==> src/rtl/srrc_response_capture_if.sv <==
// Sample, control, result and readout signals of the SRRC response capture block.
// The master side drives samples, start and readout address; the slave side is the capture block.
interface srrc_response_capture_if #(
  parameter int WIDTH = 18
);
  logic signed [WIDTH-1:0] y_in;
  logic                    sample_en;
  logic                    start;
  logic                    busy;
  logic                    done;
  logic        [WIDTH-1:0] peak_mag;
  logic        [5:0]       peak_idx;
  logic        [39:0]      energy;
  logic        [5:0]       rd_addr;
  logic signed [WIDTH-1:0] rd_data;

  modport master (
    output y_in, sample_en, start, rd_addr,
    input  busy, done, peak_mag, peak_idx, energy, rd_data
  );

  modport slave (
    input  y_in, sample_en, start, rd_addr,
    output busy, done, peak_mag, peak_idx, energy, rd_data
  );
endinterface

==> src/rtl/srrc_response_capture.sv <==
// Captures one window of DEPTH filter output samples and reports peak magnitude,
// its index and the sum of squares; the captured window can be read back by address.
module srrc_response_capture #(
  parameter int DEPTH = 21,
  parameter int WIDTH = 18
) (
  input logic                   clk,
  input logic                   reset,
  srrc_response_capture_if.slave bus
);

  localparam int AW = $clog2(DEPTH);

  typedef enum logic [1:0] {
    IDLE,
    ARMED,
    CAPTURE,
    DONE
  } state_t;

  state_t state, state_next;

  logic        [AW-1:0]    wr_idx;
  logic        [AW-1:0]    idx_now;
  logic                    clear;
  logic                    take;
  logic        [WIDTH-1:0] mag;
  logic signed [2*WIDTH-1:0] sq;
  logic        [WIDTH-1:0] peak_base;
  logic        [39:0]      energy_base;
  logic        [WIDTH-1:0] peak_mag_q;
  logic        [5:0]       peak_idx_q;
  logic        [39:0]      energy_q;
  logic signed [WIDTH-1:0] rd_data_q;
  logic        [AW-1:0]    rd_a;
  logic signed [WIDTH-1:0] mem [0:DEPTH-1];

  // ---------------------------------------------------------------- FSM
  always_ff @(posedge clk) begin
    if (reset) state <= IDLE;
    else       state <= state_next;
  end

  // NOTE: every output of a combinational block gets a default first so no latch is inferred.
  always_comb begin
    state_next = state;
    unique case (state)
      IDLE:    if (bus.start) state_next = ARMED;
      ARMED:   if (bus.sample_en) state_next = CAPTURE;
      CAPTURE: if (bus.sample_en && wr_idx == AW'(DEPTH - 1)) state_next = DONE;
      // A sample arriving with the re-arming start already belongs to the new window.
      DONE:    if (bus.start) state_next = bus.sample_en ? CAPTURE : ARMED;
      default: state_next = IDLE;
    endcase
  end

  always_comb begin
    bus.busy = 1'b0;
    bus.done = 1'b0;
    unique case (state)
      ARMED, CAPTURE: bus.busy = 1'b1;
      DONE:           bus.done = 1'b1;
      default:        ;
    endcase
  end

  // ----------------------------------------------------------- datapath
  assign clear = bus.start && (state == IDLE || state == DONE);
  assign take  = bus.sample_en &&
                 (state == ARMED || state == CAPTURE || (state == DONE && bus.start));

  // Two's-complement negate; the most negative code maps onto 2^(WIDTH-1) unsigned.
  assign mag = bus.y_in[WIDTH-1] ? WIDTH'(-bus.y_in) : WIDTH'(bus.y_in);
  assign sq  = bus.y_in * bus.y_in;

  assign idx_now     = clear ? '0 : wr_idx;
  assign peak_base   = clear ? '0 : peak_mag_q;
  assign energy_base = clear ? '0 : energy_q;

  // NOTE: sequential state uses non-blocking assignments; later ones in the block take precedence.
  always_ff @(posedge clk) begin
    if (reset) begin
      wr_idx     <= '0;
      peak_mag_q <= '0;
      peak_idx_q <= '0;
      energy_q   <= '0;
    end else begin
      if (clear) begin
        wr_idx     <= '0;
        peak_mag_q <= '0;
        peak_idx_q <= '0;
        energy_q   <= '0;
      end
      if (take) begin
        wr_idx   <= idx_now + AW'(1);
        energy_q <= energy_base + 40'($unsigned(sq));
        // Strictly greater: ties keep the earliest index.
        if (mag > peak_base) begin
          peak_mag_q <= mag;
          peak_idx_q <= 6'(idx_now);
        end
      end
    end
  end

  // NOTE: the capture buffer has no reset; only its readout register is cleared.
  always_ff @(posedge clk) begin
    if (take) mem[idx_now] <= bus.y_in;
  end

  assign rd_a = bus.rd_addr[AW-1:0];

  always_ff @(posedge clk) begin
    if (reset)                         rd_data_q <= '0;
    else if (bus.rd_addr < 6'(DEPTH))  rd_data_q <= mem[rd_a];
    else                               rd_data_q <= '0;
  end

  assign bus.peak_mag = peak_mag_q;
  assign bus.peak_idx = peak_idx_q;
  assign bus.energy   = energy_q;
  assign bus.rd_data  = rd_data_q;

endmodule

==> src/flat_wrapper.sv <==
// flat-port wrapper written by rule: the top's interface ports become plain ports
module srrc_response_capture_flat 
#(
  parameter int DEPTH = 21,
  parameter int WIDTH = 18
)
  (clk, reset, bus_y_in, bus_sample_en, bus_start, bus_rd_addr, bus_busy, bus_done, bus_peak_mag, bus_peak_idx, bus_energy, bus_rd_data);
  srrc_response_capture_if #(.WIDTH(WIDTH)) bus_i ();
  input logic clk;
  input logic reset;
  input wire logic [$bits(bus_i.y_in)-1:0] bus_y_in;
  input wire logic [$bits(bus_i.sample_en)-1:0] bus_sample_en;
  input wire logic [$bits(bus_i.start)-1:0] bus_start;
  input wire logic [$bits(bus_i.rd_addr)-1:0] bus_rd_addr;
  output wire logic [$bits(bus_i.busy)-1:0] bus_busy;
  output wire logic [$bits(bus_i.done)-1:0] bus_done;
  output wire logic [$bits(bus_i.peak_mag)-1:0] bus_peak_mag;
  output wire logic [$bits(bus_i.peak_idx)-1:0] bus_peak_idx;
  output wire logic [$bits(bus_i.energy)-1:0] bus_energy;
  output wire logic [$bits(bus_i.rd_data)-1:0] bus_rd_data;
  assign bus_i.y_in = bus_y_in;
  assign bus_i.sample_en = bus_sample_en;
  assign bus_i.start = bus_start;
  assign bus_i.rd_addr = bus_rd_addr;
  assign bus_busy = bus_i.busy;
  assign bus_done = bus_i.done;
  assign bus_peak_mag = bus_i.peak_mag;
  assign bus_peak_idx = bus_i.peak_idx;
  assign bus_energy = bus_i.energy;
  assign bus_rd_data = bus_i.rd_data;
  srrc_response_capture #(.DEPTH(DEPTH), .WIDTH(WIDTH)) u_core (.clk(clk), .reset(reset), .bus(bus_i));
endmodule
==> config.mk <==
export PLATFORM = sky130hd
export DESIGN_NAME = srrc_response_capture_flat
export DESIGN_NICKNAME = d
export VERILOG_FILES = /design/src/rtl/srrc_response_capture_if.sv /design/src/rtl/srrc_response_capture.sv /design/src/flat_wrapper.sv
export SDC_FILE = /design/constraint.sdc
export NUM_CORES = 1
export LEC_CHECK = 0
export ABC_AREA = 1
export CAP_MARGIN = 30
export CORE_MARGIN = 5
export CORE_UTILIZATION = 61
export CTS_BUF_LIST = sky130_fd_sc_hd__clkbuf_16
export DETAILED_ROUTE_END_ITERATION = 10
export PLACE_DENSITY_LB_ADDON = 0.12
export SKIP_LAST_GASP = 1
export SYNTH_ARGS = -nofsm -noshare
export SYNTH_HDL_FRONTEND = slang
export SYNTH_SLANG_ARGS = --single-unit
==> constraint.sdc <==
create_clock -name clk -period 8.06 [get_ports clk]
set_clock_uncertainty 0.05 [all_clocks]
set_input_delay 0.806 -clock clk [delete_from_list [all_inputs] [get_ports clk]]
set_output_delay 0.806 -clock clk [all_outputs]
set_load 0.05 [all_outputs]
### Yosys cells after proc, flatten, opt, wreduce, memory -nomap -nowiden

Memory sizes are Yosys's and may differ from the RTL's. A register that Yosys moved wholly into a read port is not among the register bits.
Index checks and enable logic that the tools add are counted.
W data, S select, Z words.

| operators by class | value |
|---|---|
| add/subtract/negate cells | 3 |
| multiply operators | 1 |
| $lt $le $gt $ge | 2 |
| equality and inequality tests | 8 |
| multiplexer cells | 21 |
| bitwise gates (word level) | 1 |
| reductions and logical operators | 11 |

Operators with widths:

| kind | number |
|---|---|
| $mux W40 | 2 |
| $mux W18 | 4 |
| $add A40 B36 Y40 | 1 |
| $mul A18 B18 Y36 | 1 |
| $gt A18 B18 Y1 | 1 |
| $mux W6 | 3 |
| $neg A18 Y18 | 1 |
| $mux W2 | 5 |
| $mux W5 | 2 |
| $pmux W2 S4 | 1 |
| $lt A6 B5 Y1 const B | 1 |
| $ne A2 B2 Y1 const B | 3 |
| $add A5 B1 Y5 const B | 1 |
| $eq A5 B5 Y1 const B | 1 |
| $eq A2 B2 Y1 const B | 2 |
| $logic_and A1 B1 Y1 | 4 |
| $mux W1 | 4 |
| $reduce_and A4 Y1 | 1 |
| $reduce_or A2 Y1 | 2 |
| $logic_or A1 B1 Y1 | 3 |
| $eq A2 B1 Y1 const B | 1 |
| $logic_not A2 Y1 | 1 |
| $ne A2 B1 Y1 const B | 1 |
| $not A1 Y1 | 1 |

| word-level totals | value |
|---|---|
| register bits after elaboration | 71 |
| bits in writable memories | 378 |
| input port bits | 28 |
| output and inout port bits | 84 |
| word-level logic and storage cells | 53 |
| memories | 1 |

Memory list:

| name | words | width | read ports | clocked after Yosys merged registers in | write ports | line | text |
|---|---|---|---|---|---|---|---|
| u_core.mem | 21 | 18 | 1 | 1 | 1 | srrc_response_capture.sv:36 | `logic signed [WIDTH-1:0] mem [0:DEPTH-1];` |

### Logic depth before layout (Yosys ltp)

Gate-level depths: netlist of run 1.

| logic depth | value |
|---|---|
| word-level depth | 7 |
| gate-level depth with buffers | 40 |
| depth with buffers taken out | 38 |

### Worst setup path after synthesis of run 1

Ideal clock, no wire load.

| timing path | value |
|---|---|
| kind | input to register |
| start | input port bus_y_in[17] |
| end | register u_core.energy_q[35], in the netlist u_core.bus.energy[35] |
| arrival | 7.153 ns |
| data required time | 7.901 ns |
| path slack | 0.748 ns |
| stages on the path | 33 |
| path buffers | 2 |
| cell sequence | buf_2 -> buf_1 -> nand2_1 -> inv_1 -> fa_1 -> fa_1 -> ha_1 -> inv_1 -> fa_1 -> inv_1 -> fa_1 -> inv_1 -> fa_1 -> inv_1 -> ha_1 -> a21oi_1 -> inv_1 -> a31oi_1 -> o21ai_0 -> a21oi_1 -> nand2_1 -> nand2_1 -> nand2_1 -> ha_1 -> nand2_1 -> nor2_1 -> inv_1 -> nor3_2 -> nand3_1 -> nand4_1 -> nand3_1 -> nand2_1 -> inv_1 |

| on the way | value |
|---|---|
| cells in the longest elaborated chain, start to end | 3 |

Ends and longest elaborated chain:

| what | line | text |
|---|---|---|
| from (decl) | flat_wrapper.sv:11 | `input wire logic [$bits(bus_i.y_in)-1:0] bus_y_in;` |
| $mul A18 B18 Y36 | srrc_response_capture.sv:74 | `assign sq = bus.y_in * bus.y_in;` |
| $add A40 B36 Y40 | srrc_response_capture.sv:96 | `energy_q <= energy_base + 40'($unsigned(sq));` |
| $mux W40 | srrc_response_capture.sv:94 | `if (take) begin` |
| to (signal assigned) | srrc_response_capture.sv:96 |  |
| to (decl) | srrc_response_capture.sv:33 | `logic [39:0] energy_q;` |

No other way between the ends.
A chain may end at the register's enable or synchronous reset.

### Worst setup path after layout of run 1

| timing path | value |
|---|---|
| start | input port bus_y_in[7] |
| end | register u_core.energy_q[37], in the netlist u_core.bus.energy[37] |

The elaborated chain is that of the path after synthesis.

==> metrics.yaml, run 1 <==
wire_per_inst_um: 19.3
core_area_um2: 55100
synth-edff-count: 378
grt_pass1_vias: 26015
die_w_um: 246
dp_hpwl_mm: 66.6
cpMaxStageDelayCell: "fa_1"
ys_types: 50
fp.dieH_um: 246
slew_headroom_pct: 47.2
grt_max_degree: 113
max_stage_delay_ns: 0.60
drc: 0
path_clk_slew_ns: 0.06
cts_tree: "yes"
rows: 86
io_buffers: 111
cts_resized: 0
status: "finished clean"
cp_data_arrival_time_ns: 8.01
hold_viol: 0
worstMarginPinSlew_ns: 0.787
post-route-period-util_pct: 93.9
ys.flop_type: "edfxtp_1"
drtPass1Iterations: 6
start_util_pct: 61.5
syn_area_um2: 33900
async_flop_share_pct: 0
clkSinkCount: 467
cp.buffers_inverters: 6
synth_warnings: 0
vias_per_cell: 5.52
cp.required_ns: 8.50
ys_ff_latch: 467
pre_cts_ws_ns: -0.00134
drive_above_1_share_pct: 7.00
grt_pass1_wl_mm: 144
avgSynthCellArea_um2: 8.94
antenna_cells: 0
track_usage_pct: 30.7
gp_congestion: 0.998
area_delta_synth_final_pct: 11.6
utilization_pct: 68.7
setup_viol: 0
layout_common_cells: "inv_1, nand2_1, nor2_1, edfxtp_1, fa_1"
final_area_um2: 37800
finalSetupTns_ns: 0
startpoint_type: "primary input"
ioPinCount: 112
cpMostUsedCell: "fa_1"
clock.fmax_mhz: 132
clkLatencyLatePin_ns: 0.60
min_path_type: "register to register"
antenna_found_initial: 2
period_needed_ns: 7.57
rsz0062_at_grt: "false"
ys_seq_area_share_pct: 38.8
final_common_cell: "inv_1"
worstSetupPathType: "primary input to register"
placedInstanceArea_um2: 36300
cts_setup_buffers: 0
clockBufferDepth: 3
dieArea_um2: 60400
maxCapViolations: 0
critPathMaxFanout: 27
cts_hold_buf: 0
slew_violations: 0
syn_inst: 3789
cp_top_family: "adder cells"
wl_mm: 91.3
gr-total-overflow: 0
dr.first_iter.drc_count: 2191
ant_nets: 0
setup_ws_ns: 0.488
syn_nets: 4288
finalNetCount: 4445
end_kind: "register"
htreeDepth: 2
cts_buffers: 49
vias: 26105
root_buffer: "clkbuf_16"
-- final timing paths --
kind / start / endpoint / slack [ns] / cells past startpoint
max reg2reg: u_core.state[0] / u_core.bus.peak_mag[3] / 3.70 / 16
max: bus_y_in[7] / u_core.bus.energy[37] / 0.49 / 29
min: u_core.bus.peak_idx[5] / u_core.bus.peak_idx[5] / 0.42 / 2
min reg2reg: u_core.bus.peak_idx[5] / u_core.bus.peak_idx[5] / 0.42 / 2
-- worst register-to-register path: stages, from the launching register on --
cell	delay (ns)
dfxtp_1	0.40
inv_1	0.12
ha_1	0.35
inv_2	0.05
nand2_2	0.36
buf_4	0.53
nand2_1	0.14
ha_1	0.32
nand2_1	0.08
nor2_1	0.06
nand3_1	0.08
nor4_2	0.05
nor2_2	0.50
nand2_1	0.59
inv_2	0.41
nor2_1	0.08
nor2_1	0.11
-- area by class of cell --
class / count / area (µm²)
fill: 4420 / 17300
multi-input combinational: 2412 / 17200
sequential: 467 / 13100
inverter: 768 / 2890
timing repair buffer: 248 / 2110
clock buffer: 49 / 1230
tap: 748 / 936
clock inverter: 41 / 302
-- stage by stage --
step	hold slack [ns]	cells
4_1_cts	0.417	4733
3_5_place_dp	0.408	4643
3_3_place_gp	0.407	4641
2_1_floorplan	0.446	3789
6_report	0.416	4733
5_1_grt	0.465	4733
-- per-layer routing --
metal  routed length, µm  GRT usage (%)
met1               35200           39.3
met2               45600           53.3
met3                6470           4.11
met4                4110           12.0
met5                  27              0
-- flip-flops by register name, summed over array words and instances, names as in the netlist --
signal               flops
u_core.bus.energy       40
u_core.bus.peak_idx      6
u_core.bus.peak_mag     18
u_core.bus.rd_data      18
u_core.mem             378
u_core.state             2
u_core.wr_idx            5
-- cells by family after synthesis --
family	count (synthesis)	share of synthesized area, %
fa+ha+maj	471	24.0
compound gates	532	9.04
simple gates	1350	16.2
flops	467	38.8
buf+inv	910	10.6
xor+xnor	59	1.52
-- synth_stat cells (13+ instances only) --
library cell  instances  area, µm²
dfxtp_1              89       1780
buf_2                27        135
fa_1                297       5950
nand2_1             718       2700
o211ai_1             16        120
a21oi_1             148        741
xnor2_1              17        149
clkbuf_1             83        312
ha_1                174       2180
nand4_1              18        113
edfxtp_1            378      11400
o221ai_1             60        526
nand3_1             163        816
o22ai_1              30        188
nor3_1               14       70.1
xor2_1               42        368
nor2_1              404       1520
buf_6                13        146
buf_1                14       52.6
o21ai_0             235       1180
inv_1               754       2830
Power of run 1 is not shown: default switching activity piles up to over one toggle a cycle in this logic, so the estimate is an artifact.
==> inputs of run 2 (changes only) <==
--- a/config.mk
+++ b/config.mk
@@ -12,6 +12,7 @@
 export CTS_BUF_LIST = sky130_fd_sc_hd__clkbuf_16
 export DETAILED_ROUTE_END_ITERATION = 10
 export PLACE_DENSITY_LB_ADDON = 0.12
+export RECOVER_POWER = 100
 export SKIP_LAST_GASP = 1
 export SYNTH_ARGS = -nofsm -noshare
 export SYNTH_HDL_FRONTEND = slang
==> run 2 against run 1 <==
The run now ends with max-capacitance violations, max-slew violations left. Register-to-register slack got worse by 1.1 ns. Non-clock buffer count did not move. First-iteration DRC count fell by 2.2%. Design area fell by 0.70%. Count of clock-buffer cells in the layout did not move. Routed wire length rose by 0.16%. Flip-flop and latch count did not move. Worst setup slack got worse by 0.049 ns. Die area did not move. Critical path type unchanged.
==> metrics.yaml, run 2 (same netlist as run 1, synthesis figures left out) <==
vias_per_cell: 5.52
area_delta_synth_final_pct: 10.8
hp-start: "u_core.bus.peak_idx[5]"
clock.fmax_mhz: 131
path_clk_slew_ns: 0.06
startpoint_type: "primary input"
dp_hpwl_mm: 66.6
slew_violations: 272
cpMaxStageDelayCell: "fa_1"
status: "complete, but fails checks"
core_area_um2: 55100
min_path_cells: 2
htreeDepth: 2
gp_congestion: 0.998
clkLatencyLatePin_ns: 0.60
regMostFlops: "u_core.mem"
dieArea_um2: 60400
cp.buffers_inverters: 6
cts_resized: 0
grt_pass1_wl_mm: 144
rsz0062_at_grt: "false"
critPathMaxFanout: 27
worstSetupPathType: "primary input to register"
hold_path_end: "u_core.bus.peak_idx[5]"
cp_top_family: "adder cells"
fillCellCount: 4497
max_stage_delay_ns: 0.60
ioPinCount: 112
final_common_cell: "inv_1"
slew_headroom_pct: -106
placedInstanceArea_um2: 36300
gr-total-overflow: 0
cts_hold_buf: 0
wl_mm: 91.5
min_path_type: "register to register"
cts_tree: "yes"
grt_max_degree: 113
clkSinkCount: 467
dp.cells: 4643
cp_data_arrival_time_ns: 8.06
period_needed_ns: 7.62
post-route-period-util_pct: 94.6
maxCapViolations: 4
cts_buffers: 49
track_usage_pct: 30.7
cts_setup_buffers: 0
hold_viol: 0
drtPass1Iterations: 8
final_area_um2: 37600
whs_ns: 0.410
multiInputGateArea_um2: 17200
setup_viol: 0
root_buffer: "clkbuf_16"
worstMarginPinSlew_ns: 3.08
drive_above_1_share_pct: 5.19
largest_register_ffs: 378
dr.first_iter.drc_count: 2143
rows: 86
finalSetupTns_ns: 0
die_w_um: 246
clockBufferDepth: 3
regArea_um2: 13100
drc: 0
violations: "max-capacitance violations, max-slew violations"
layout_common_cells: "inv_1, nand2_1, nor2_1, edfxtp_1, fa_1"
stdcell_count: 4734
grt_pass1_vias: 26015
fp.dieH_um: 246
cp.required_ns: 8.50
r2r_start: "u_core.state[0]"
ant_nets: 0
worst-r2r-setup-slack_ns: 2.63
start_util_pct: 61.5
io_buffers: 111
wire_per_inst_um: 19.3
antenna_found_initial: 3
finalNetCount: 4445
rr_endpoint: "u_core.bus.peak_mag[3]"
end_kind: "register"
vias: 26111
cpMostUsedCell: "fa_1"
rr_worst_depth: 11
==> run 2: worst max path at each step <==
| stage | start | to | slack, ns | cells after the start |
|---|---|---|---|---|
| finish | bus_y_in[7] | u_core.bus.energy[37] | 0.44 | 29 |
| global route | bus_y_in[15] | u_core.bus.energy[37] | 0.05 | 31 |
| CTS | bus_y_in[15] | u_core.bus.energy[37] | 0.57 | 31 |
| detailed placement | bus_y_in[15] | u_core.bus.energy[37] | -0.001 | 31 |
| global placement | bus_y_in[7] | u_core.bus.energy[37] | -0.06 | 31 |
| floorplan | bus_y_in[17] | u_core.bus.energy[35] | 0.75 | 33 |
==> run 2: layer usage <==
metal	track usage [%]	share of wire (%)	vias up
met5	0	0.014	-
met4	12.0	4.3	2
met3	4.11	7.1	169
met2	53.3	50	1038
met1	39.3	39	12496
li1	-	-	12406
==> run 2: per-stage QoR <==
step	util (%)	worst slack (ns)
4_1_cts	68.7	0.567
3_3_place_gp	65.8	-0.0581
3_5_place_dp	65.9	-0.00134
2_1_floorplan	-	0.748
5_1_grt	68.2	0.0545
6_report	68.2	0.439
==> run 2: layout make-up <==
| type | instances | area share [%] |
|---|---|---|
| Antenna cell | 1 | 0.00666 |
| Clock buffer | 49 | 3.26 |
| Clock inverter | 41 | 0.803 |
| Inverter | 768 | 7.69 |
| Multi-Input combinational cell | 2412 | 45.7 |
| Sequential cell | 467 | 35.0 |
| Tap cell | 748 | 2.49 |
| Timing Repair Buffer | 248 | 5.08 |
==> run 2: tightest hold or removal path, delay by kind of cell (launching register included) <==
kind / cells / cell delay, ns
DFF: 1 / 0.30
and+or+nand+nor: 2 / 0.11
Power of run 2 is left out for the same reason.
